<file path="src/rtl/regfile_write_arbiter.sv">
// Shares the single RegisterFile write port between an ALU (req0) and a load unit (req1) requester.
// Optional macro REGFILE_ARB_ZERO_FILTER_EN: handshake register-0 writes but never pulse write_enable for them.
module regfile_write_arbiter #(
  parameter int DATA_WIDTH    = 32,
  parameter int ADDR_WIDTH    = 5,
  parameter int PRIORITY_MODE = 0,
  parameter int STARVE_LIMIT  = 4
) (
  input  logic                  clk,
  input  logic                  reset_n,
  input  logic                  req0_valid,
  output logic                  req0_ready,
  input  logic [ADDR_WIDTH-1:0] req0_register,
  input  logic [DATA_WIDTH-1:0] req0_data,
  input  logic                  req1_valid,
  output logic                  req1_ready,
  input  logic [ADDR_WIDTH-1:0] req1_register,
  input  logic [DATA_WIDTH-1:0] req1_data,
  output logic                  write_enable,
  output logic [ADDR_WIDTH-1:0] write_register,
  output logic [DATA_WIDTH-1:0] write_data,
  output logic                  last_grant
);

  localparam logic [3:0] STARVE_MAX = 4'(STARVE_LIMIT);

  logic                  grant0_s;
  logic                  grant1_s;
  logic                  we_q;
  logic                  we_d;
  logic [ADDR_WIDTH-1:0] wreg_q;
  logic [ADDR_WIDTH-1:0] wreg_d;
  logic [DATA_WIDTH-1:0] wdata_q;
  logic [DATA_WIDTH-1:0] wdata_d;
  logic                  last_grant_q;
  logic                  last_grant_d;
  logic [3:0]            starve_q;
  logic [3:0]            starve_d;

  // Combinational grant: round-robin against last_grant, or fixed priority with a starvation override.
  always_comb begin
    grant0_s = 1'b0;
    grant1_s = 1'b0;
    if (!reset_n) begin
      grant0_s = 1'b0;
      grant1_s = 1'b0;
    end else if (req0_valid && req1_valid) begin
      if (PRIORITY_MODE == 0) begin
        if (last_grant_q) begin
          grant0_s = 1'b1;
        end else begin
          grant1_s = 1'b1;
        end
      end else begin
        if (starve_q == STARVE_MAX) begin
          grant1_s = 1'b1;
        end else begin
          grant0_s = 1'b1;
        end
      end
    end else if (req0_valid) begin
      grant0_s = 1'b1;
    end else if (req1_valid) begin
      grant1_s = 1'b1;
    end else begin
      grant0_s = 1'b0;
      grant1_s = 1'b0;
    end
  end

  // Next-state for the write stage, grant history and req1 starvation counter.
  always_comb begin
    we_d         = 1'b0;
    wreg_d       = wreg_q;
    wdata_d      = wdata_q;
    last_grant_d = last_grant_q;
    starve_d     = starve_q;
    if (grant0_s) begin
      wreg_d       = req0_register;
      wdata_d      = req0_data;
      last_grant_d = 1'b0;
`ifdef REGFILE_ARB_ZERO_FILTER_EN
      we_d         = (req0_register != {ADDR_WIDTH{1'b0}});
`else
      we_d         = 1'b1;
`endif
    end else if (grant1_s) begin
      wreg_d       = req1_register;
      wdata_d      = req1_data;
      last_grant_d = 1'b1;
`ifdef REGFILE_ARB_ZERO_FILTER_EN
      we_d         = (req1_register != {ADDR_WIDTH{1'b0}});
`else
      we_d         = 1'b1;
`endif
    end else begin
      we_d = 1'b0;
    end

    // req1 losing while valid counts toward a forced grant; anything else clears the streak
    if ((PRIORITY_MODE != 0) && req1_valid && grant0_s) begin
      if (starve_q >= STARVE_MAX) begin
        starve_d = STARVE_MAX;
      end else begin
        starve_d = starve_q + 4'd1;
      end
    end else begin
      starve_d = 4'd0;
    end
  end

  // State registers; async reset drops any pending write pulse immediately.
  always_ff @(posedge clk or negedge reset_n) begin
    if (!reset_n) begin
      we_q         <= 1'b0;
      wreg_q       <= {ADDR_WIDTH{1'b0}};
      wdata_q      <= {DATA_WIDTH{1'b0}};
      last_grant_q <= 1'b1;
      starve_q     <= 4'd0;
    end else begin
      we_q         <= we_d;
      wreg_q       <= wreg_d;
      wdata_q      <= wdata_d;
      last_grant_q <= last_grant_d;
      starve_q     <= starve_d;
    end
  end

  assign req0_ready     = grant0_s;
  assign req1_ready     = grant1_s;
  assign write_enable   = we_q;
  assign write_register = wreg_q;
  assign write_data     = wdata_q;
  assign last_grant     = last_grant_q;

endmodule

</file>
<file path="config.mk">
export PLATFORM = sky130hd
export DESIGN_NAME = regfile_write_arbiter
export DESIGN_NICKNAME = d
export VERILOG_FILES = /design/src/rtl/regfile_write_arbiter.sv
export SDC_FILE = /design/constraint.sdc
export NUM_CORES = 1
export LEC_CHECK = 0
export BUFFER_PORTS_ARGS = -buffer_cell sky130_fd_sc_hd__buf_2
export CORE_MARGIN = 1
export CORE_UTILIZATION = 46
export CTS_CLUSTER_SIZE = 40
export DETAILED_ROUTE_END_ITERATION = 8
export PLACE_DENSITY_LB_ADDON = 0.25
export SLEW_MARGIN = 20
export SYNTH_ARGS = -nofsm -noshare
export SYNTH_HDL_FRONTEND = slang
export SYNTH_SLANG_ARGS = --single-unit
</file>
<file path="constraint.sdc">
create_clock -name clk -period 4.05 [get_ports clk]
set_clock_uncertainty 0.1 [all_clocks]
set_input_delay 0.405 -clock clk [delete_from_list [all_inputs] [get_ports clk]]
set_output_delay 0.405 -clock clk [all_outputs]
set_load 0.02 [all_outputs]
</file>
==> results of run 1 <==
==> critical path: cells and delay by family <==
| family | cells | cell delay (ns) |
|---|---|---|
| buffers and inverters | 4 | 1.65 |
| and+or+nand+nor | 2 | 0.56 |
| AOI/OAI and AO/OA | 1 | 0.20 |
==> registers in the layout (all words and copies together), names as in the netlist <==
| name | count |
|---|---|
| write_data | 32 |
| write_register | 5 |
| last_grant | 1 |
| write_enable | 1 |
==> cells in the final DEF, fill, tap and decap left out, drive strengths merged <==
cell type,count
a31oi,37
dlygate4sd3,1
nand2b,1
nand3,37
nor2,38
nor2b,1
buf,124
dfstp,1
a21oi,1
o21ai,38
nand2,3
o21a,1
dfrtp,38
and2,1
clkbuf,8
==> where the power goes <==
part,switching [mW],internal (mW)
Combinational,0.196,0.113
Sequential,0.0306,0.446
Clock,0.127,0.155
==> layer usage <==
metal	vias up	global-route usage (%)	wire length (um)
met3	6	6.08	345
met4	0	6.12	55
met1	897	30.0	2260
met5	-	0	0
met2	85	38.1	2410
li1	1009	-	-
==> per-stage QoR <==
step                hold WS, ns  setup WS, ns
finish                    0.280          1.31
global route              0.277          1.04
CTS                       0.274          1.24
detailed placement        0.257          1.50
floorplan               0.00941          2.43
global placement          0.256          1.59
==> area by class of cell <==
class / count / area, um2 / share of cell area (%)
Sequential cell: 39 / 977 / 37.9
Multi-Input combinational cell: 158 / 796 / 30.8
Timing Repair Buffer: 125 / 646 / 25.0
Clock buffer: 8 / 100 / 3.88
Tap cell: 50 / 62.6 / 2.42
==> what timing repair did <==
item	in CTS	in global routing
endpoints found under the setup margin	0	0
hold endpoints to repair	14	0
hold buffers	1	0
==> cell families after synthesis <==
| logic type | count (synthesis) |
|---|---|
| simple gates | 81 |
| compound gates | 77 |
| flops | 39 |
| buf+inv | 24 |
==> path summary, 6_finish.rpt <==
path                                    from                 to  cells past startpoint
worst max-delay path                 reset_n     write_data[18]                      7
worst min-delay path            req0_data[4]      write_data[4]                      3
worst max register to register    last_grant      write_data[9]                      4
worst min register to register    last_grant         last_grant                      2
max in group asynchronous            reset_n  write_register[1]                      3
min in group asynchronous            reset_n     write_data[24]                      2
==> flow_metrics.tcl, run 1 <==
set metrics [dict create \
    fin_crit_sh_pct 67.7 \
    synth.area.top_cells "dfrtp_1 (48%), a31oi_1 (12%), nand3_1 (9.4%)" \
    clock.fmax_ghz 0.365 \
    clkSlewWorstSetupHoldPaths_ns 0.07 \
    synth_fp_nets 299 \
    avgSynthCellArea_um2 8.92 \
    p_leak_nw 1.19 \
    crit_path_top_delay_cell "dlygate4sd3_1" \
    portBuffers 118 \
    worstSetupPathType "in -> reg" \
    crit_path_start_kind "primary input" \
    cpPeakStageDelay_ns 0.53 \
    htree_num_levels 2 \
    nets 407 \
    cts_buffers 5 \
    fin_crit_ns 2.74 \
    worstPathCellList "dlygate4sd3_1 -> buf_2 -> buf_4 -> and2_1 -> buf_4 -> nand3_1 -> a31oi_1" \
    start_util_pct 48.6 \
    dpl_cell_area_mm2 0.00247 \
    async_flop_share_pct 100 \
    final_cells 380 \
    synth_adder_area_share_pct 0 \
    setup_violations 0 \
    cp-end-kind "flop" \
    dr.pass1.iters 4 \
    synth_top_family_by_area "compound AO/OA/AOI/OAI gates" \
    routed_wl_mm 5.07 \
    synth-edff-count 0 \
    hold_class "in -> reg" \
    final_antenna_net_count 0 \
    grt_pass1_vias 1751 \
    drc 0 \
    syn2layout_area_growth_pct 30.9 \
    yosys.area_share.xor_xnor_pct 0 \
    maxCapViolCount 0 \
    maxSlewHeadroom_pct 50.4 \
    syn_inst 221 \
    status "finished, final reports clean" \
    yosys_warnings 0 \
    netlist.area_leader.share_pct 48.2 \
    ys_seq_elements 39 \
    synth-simple-area-share_pct 18.3 \
    clockRootBuffer "clkbuf_8" \
    cts_sinks 39 \
    drt_iter0_drc 113 \
    yosysUniqueCellTypes 19 \
    cellPowerDensity_mw_per_mm2 414 \
    num_vias 1997 \
    synthMuxAreaShare_pct 0 \
    finalSetupTns_ns 0 \
    drive_above_1_share_pct 40.6 \
    grt_use_total_pct 23.2 \
    wl_per_cell_um 13.3 \
    crit_top_cell "buf_4" \
    worstMarginPinSlew_ns 0.743 \
    cts_tree "yes" \
    rows 23 \
    grt_pass1_wl_mm 7.93 \
    synthTopCellsByCount "dfrtp_1 (38), nor2_1 (38), a31oi_1 (37), nand3_1 (37), o21ai_0 (26)" \
    hold_violations 0 \
    viasPerCell 5.26 \
    clk-insertion-delay-late_ns 0.28 \
    synth.largest_area_cell "dfrtp_1" \
    grt_max_degree 47 \
    irDropWorstVdd_mv 0.278 \
    critPathMaxFanout 26 \
    die_w_um 67.5 \
    synth_compound_area_share_pct 22.0 \
    hpwl_mm 3.65 \
    io_pins 119 \
    critPathRequiredTime_ns 4.15 \
    core_area_mm2 0.00406 \
    final_area_mm2 0.00258 \
    ctsLongestPathBuffers 2 \
    ys_seq_area_share_pct 49.6 \
    die_h_um 67.5 \
    fp.dieArea_mm2 0.00455 \
    finalCoreUtilization_pct 63.6 \
    arrival_ns 2.84 \
    reg2reg_slack_ns 2.06 \
    n_antenna_cell 0 \
    cts_repair_resize_count 0 \
    rsz0062_at_grt "no" \
    finalWeightedCongestion 0.749 \
    antenna_found_initial 0 \
    grt_overflow 0 \
    placedCellCount 371 \
    timing.final.max_slew_violations 0 \
    fillers 394 \
    p_total_mw 1.07 \
    postCtsSetupBuffers 0 \
    synth_top_flop_cell "dfrtp_1" \
    netlist_area_mm2 0.00197 \
]
No activity file was read; power rests on OpenSTA's default activity.
==> run 2: changes to the inputs <==
Settings changed: CORE_UTILIZATION 46 to 43.
Clock period 4.05 ns to 2.6 ns, I/O delays scaled along.
==> flow_metrics.tcl, run 2 (synthesis gave the netlist of run 1 again) <==
set metrics [dict create \
    status "finished, final reports clean" \
    grt_use_total_pct 22.6 \
    viasPerCell 5.21 \
    worstMarginPinSlew_ns 0.670 \
    cellPowerDensity_mw_per_mm2 627 \
    crit_top_cell "buf_2" \
    drive_above_1_share_pct 40.5 \
    timing.final.max_slew_violations 0 \
    rows 24 \
    cts_buffers 5 \
    critPathMaxFanout 18 \
    antenna_found_initial 0 \
    cpLargestDelayFamily "buffers and inverters" \
    routed_wl_mm 5.33 \
    clock.fmax_ghz 0.457 \
    maxSlewHeadroom_pct 55.3 \
    worstPathCellList "dlygate4sd3_1 -> buf_2 -> nand2_1 -> nor2_1 -> buf_2" \
    layout_commonest_cell "buf_2" \
    htree_num_levels 2 \
    clkSlewWorstSetupHoldPaths_ns 0.07 \
    setup_violations 0 \
    fin_crit_sh_pct 84.1 \
    drt_iter0_drc 117 \
    crit_path_start_kind "primary input" \
    core_area_mm2 0.00438 \
    n_antenna_cell 0 \
    clk-insertion-delay-late_ns 0.28 \
    path_buf_inv 3 \
    maxCapViolCount 0 \
    final_antenna_net_count 0 \
    die_h_um 69.7 \
    finalSetupTns_ns 0 \
    hold_violations 0 \
    cpPeakStageDelay_ns 0.53 \
    grt_overflow 0 \
    ctsLongestPathBuffers 2 \
    arrival_ns 1.83 \
    reg2reg_slack_ns 1.03 \
    dr.pass1.iters 4 \
    rsz0062_at_grt "no" \
    grt_max_degree 76 \
    nets 410 \
    finalWeightedCongestion 0.748 \
    cts_sinks 39 \
    critPathRequiredTime_ns 2.24 \
    whs_ns 0.130 \
    irDropWorstVdd_mv 0.319 \
    grt_pass1_vias 1943 \
    fin_crit_ns 2.19 \
    portBuffers 118 \
    p_leak_nw 1.19 \
    largest_reg_flops 32 \
    hold_class "in -> reg" \
    cts_tree "yes" \
    clockRootBuffer "clkbuf_8" \
    hpwl_mm 3.65 \
    wl_per_cell_um 13.8 \
    drc 0 \
    crit_path_top_delay_cell "dlygate4sd3_1" \
    cp-end-kind "primary output" \
    die_w_um 69.7 \
    syn2layout_area_growth_pct 31.2 \
    io_pins 119 \
    start_util_pct 45.0 \
    worstSetupPathType "in -> out" \
    grt_pass1_wl_mm 8.74 \
    layout_common_cells "buf_2 (118), nor2_1 (38), dfrtp_1 (38)" \
    num_vias 2004 \
    fp.dieArea_mm2 0.00486 \
]
-- run 2: cell count changes in the layout (fill, tap and decap cells not counted) --
cell	delta
buf_4	+3
clkbuf_1	+2
clkbuf_8	-2
-- run 2: worst paths after layout --
| check | from | endpoint | cells after the start |
|---|---|---|---|
| worst max-delay path | reset_n | req0_ready | 5 |
| worst min-delay path | req0_data[8] | write_data[8] | 3 |
| worst max register to register | last_grant | write_data[6] | 4 |
| worst min register to register | last_grant | last_grant | 2 |
| max in group asynchronous | reset_n | write_data[19] | 3 |
| min in group asynchronous | reset_n | write_data[29] | 2 |
-- run 2: routing by layer --
layer,vias to the layer above,share of wire (%),track usage (%)
met1,919,45,26.9
met5,-,0,0
li1,1015,-,-
met4,0,0.71,8.89
met2,66,48,39.6
met3,4,5.5,5.09
-- run 2: what timing repair did --
| action | CTS | global route |
|---|---|---|
| gates resized for setup | 0 | 0 |
| endpoints found under the setup margin | 0 | 0 |
| buffers inserted | 0 | 0 |
| endpoints found under the hold margin | 12 | 0 |
| hold buffers | 1 | 0 |
-- run 2: stage by stage --
stage	setup WS [ns]	cell area [um2]	cells	power, mW	utilization (%)
after floorplan	1.12	1970	221	1.08	-
after global placement	0.823	2500	376	1.24	56.9
after detailed placement	0.765	2500	376	1.25	56.9
after CTS	0.355	2590	385	1.64	59.0
after global routing	0.219	2590	385	1.71	59.0
final	0.413	2590	385	1.62	59.0
-- run 2: area by class of cell --
cell class / count / area, um2
Sequential cell: 39 / 977
Clock buffer: 8 / 80.1
Timing Repair Buffer: 128 / 668
Fill cell: 432 / 1800
Multi-Input combinational cell: 158 / 796
Tap cell: 52 / 65.1
-- run 2: where the power goes --
| group | switching (mW) | internal, mW | total [mW] | leakage (nW) |
|---|---|---|---|---|
| clock | 0.200 | 0.191 | 0.391 | 0.0395 |
| combinational | 0.309 | 0.181 | 0.490 | 0.716 |
| sequential | 0.0458 | 0.694 | 0.740 | 0.435 |
-- run 2: worst min-delay path, cell delays in order --
cell,delay (ns)
buf_2,0.09
nand3_1,0.05
a31oi_1,0.07
==> run 3: changes to the inputs <==
Settings changed: CORE_UTILIZATION 43 to 39.
Clock period 2.6 ns to 2 ns, I/O delays scaled along.
==> flow_metrics.tcl, run 3 (synthesis gave the netlist of run 1 again) <==
set metrics [dict create \
    status "finished, final reports clean" \
    portBuffers 118 \
    cellPowerDensity_mw_per_mm2 819 \
    fp.dieArea_mm2 0.00534 \
    cpPeakStageDelay_ns 0.53 \
    crit_path_top_delay_cell "dlygate4sd3_1" \
    whs_ns 0.0655 \
    viasPerCell 5.06 \
    register_area_um2 977 \
    p_comb_share_pct 29.6 \
    critPathMaxFanout 17 \
    hold_violations 0 \
    io_pins 119 \
    antenna_found_initial 0 \
    layout_commonest_cell "buf_2" \
    p_int_mw 1.46 \
    grt_use_total_pct 21.9 \
    p_leak_nw 1.22 \
    arrival_ns 1.58 \
    cts_buffers 5 \
    timing.final.max_slew_violations 0 \
    cts_sinks 39 \
    maxSlewHeadroom_pct 52.6 \
    n_antenna_cell 0 \
    multi_input_area_um2 796 \
    dr.pass1.iters 4 \
    fillers 484 \
    switchingPower_uw 726 \
    rsz0062_at_grt "no" \
    wl_met3_um 408 \
    clockRootBuffer "clkbuf_8" \
    worstPathCellList "dlygate4sd3_1 -> buf_2 -> buf_4 -> nand2_1 -> buf_4 -> nor2_1 -> buf_2" \
    syn2layout_area_growth_pct 35.5 \
    die_h_um 73.1 \
    finalCoreUtilization_pct 55.8 \
    clock.fmax_ghz 0.531 \
    final_antenna_net_count 0 \
    ctsLongestPathBuffers 2 \
    die_w_um 73.1 \
    clkSlewWorstSetupHoldPaths_ns 0.08 \
    maxUsedRoutingLayer "met4" \
    cpLargestDelayFamily "buffers and inverters" \
    drc 0 \
    htree_num_levels 2 \
    drive_above_1_share_pct 41.2 \
    crit_path_start_kind "primary input" \
    finalWeightedCongestion 0.754 \
    core_area_mm2 0.00479 \
    largest_reg_flops 32 \
    maxCapViolCount 0 \
    start_util_pct 41.2 \
    worstSetupPathType "in -> out" \
    fin_crit_ns 1.88 \
    path_buf_inv 5 \
    grt_pass1_vias 1951 \
    fin_crit_sh_pct 94.1 \
    hpwl_mm 3.93 \
    finalSetupTns_ns 0 \
    irDropWorstVdd_mv 0.424 \
    grt_max_degree 45 \
    grt_pass1_wl_mm 8.95 \
    num_vias 2044 \
    routed_wl_mm 5.42 \
    drt_iter0_drc 119 \
    seq_power_share_pct 44.1 \
    cts_tree "yes" \
    met1_length_mm 2.40 \
    wl_met2_mm 2.60 \
    final_area_mm2 0.00267 \
    dpl_cell_area_mm2 0.00254 \
    hold_class "in -> reg" \
    setup_violations 0 \
    clkPwrFrac_pct 26.4 \
    rows 25 \
    grt_overflow 0 \
    wl_per_cell_um 13.4 \
    postCtsSetupBuffers 0 \
    layout_common_cells "buf_2 (118), nor2_1 (38), dfrtp_1 (38)" \
    cp-end-kind "primary output" \
    critPathRequiredTime_ns 1.70 \
    clk-insertion-delay-late_ns 0.28 \
    worstMarginPinSlew_ns 0.708 \
    nets 414 \
    swShare_pct 33.2 \
]
[run 3: cell types whose count changed in the layout (fill, tap and decap cells not counted), sizes merged]
cell and delta:
buf +2, dlygate4sd3 +2
[run 3: power by group through the flow]
stage / sequential [mW] / combinational, mW / clock (mW)
global placement: 0.976 / 0.646 / 0
detailed placement: 0.979 / 0.649 / 0
finish: 0.964 / 0.647 / 0.577
global route: 0.976 / 0.718 / 0.632
CTS: 0.965 / 0.655 / 0.595
floorplan: 1.12 / 0.283 / 0
[run 3: area by class of cell]
cell class / count / share of cell area, %
Tap cell: 67 / 3.14
Timing Repair Buffer: 132 / 26.8
Multi-Input combinational cell: 158 / 29.8
Sequential cell: 39 / 36.6
Clock buffer: 8 / 3.75
[run 3: per-layer routing]
metal,vias up,track usage [%]
li1,1025,-
met5,-,0
met1,930,26.9
met3,2,5.39
met2,87,38.7
met4,0,5.01
[run 3: worst reg2reg max path: stages, from the launching register on]
cell     delay [ns]
dfstp_2        0.39
nor2b_2        0.57
buf_4          0.35
o21ai_0        0.12
a31oi_1        0.18
[run 3: repair_timing]
action | 4_1_cts | 5_1_grt
hold endpoints to repair | 8 | 0
resized for setup | 0 | 0
setup endpoints to repair | 0 | 0
hold buffers | 3 | 0
[run 3: stage by stage]
stage                     power, mW  std cells  worst slack, ns
after floorplan                1.40        221            0.584
after global placement         1.62        393            0.294
after detailed placement       1.63        393            0.201
after CTS                      2.21        404            0.110
after global routing           2.33        404           0.0433
final                          2.19        404            0.117
[run 3: final timing paths]
path / from / endpoint / slack (ns) / cells past startpoint
setup reg to reg: last_grant / write_data[10] / 0.21 / 4
setup / recovery: reset_n / req0_ready / 0.12 / 7
hold / removal: req0_data[19] / write_data[19] / 0.07 / 3
hold reg to reg: last_grant / last_grant / 0.42 / 2
min in group asynchronous: reset_n / write_data[8] / 0.43 / 3
max in group asynchronous: reset_n / write_data[27] / 0.26 / 4
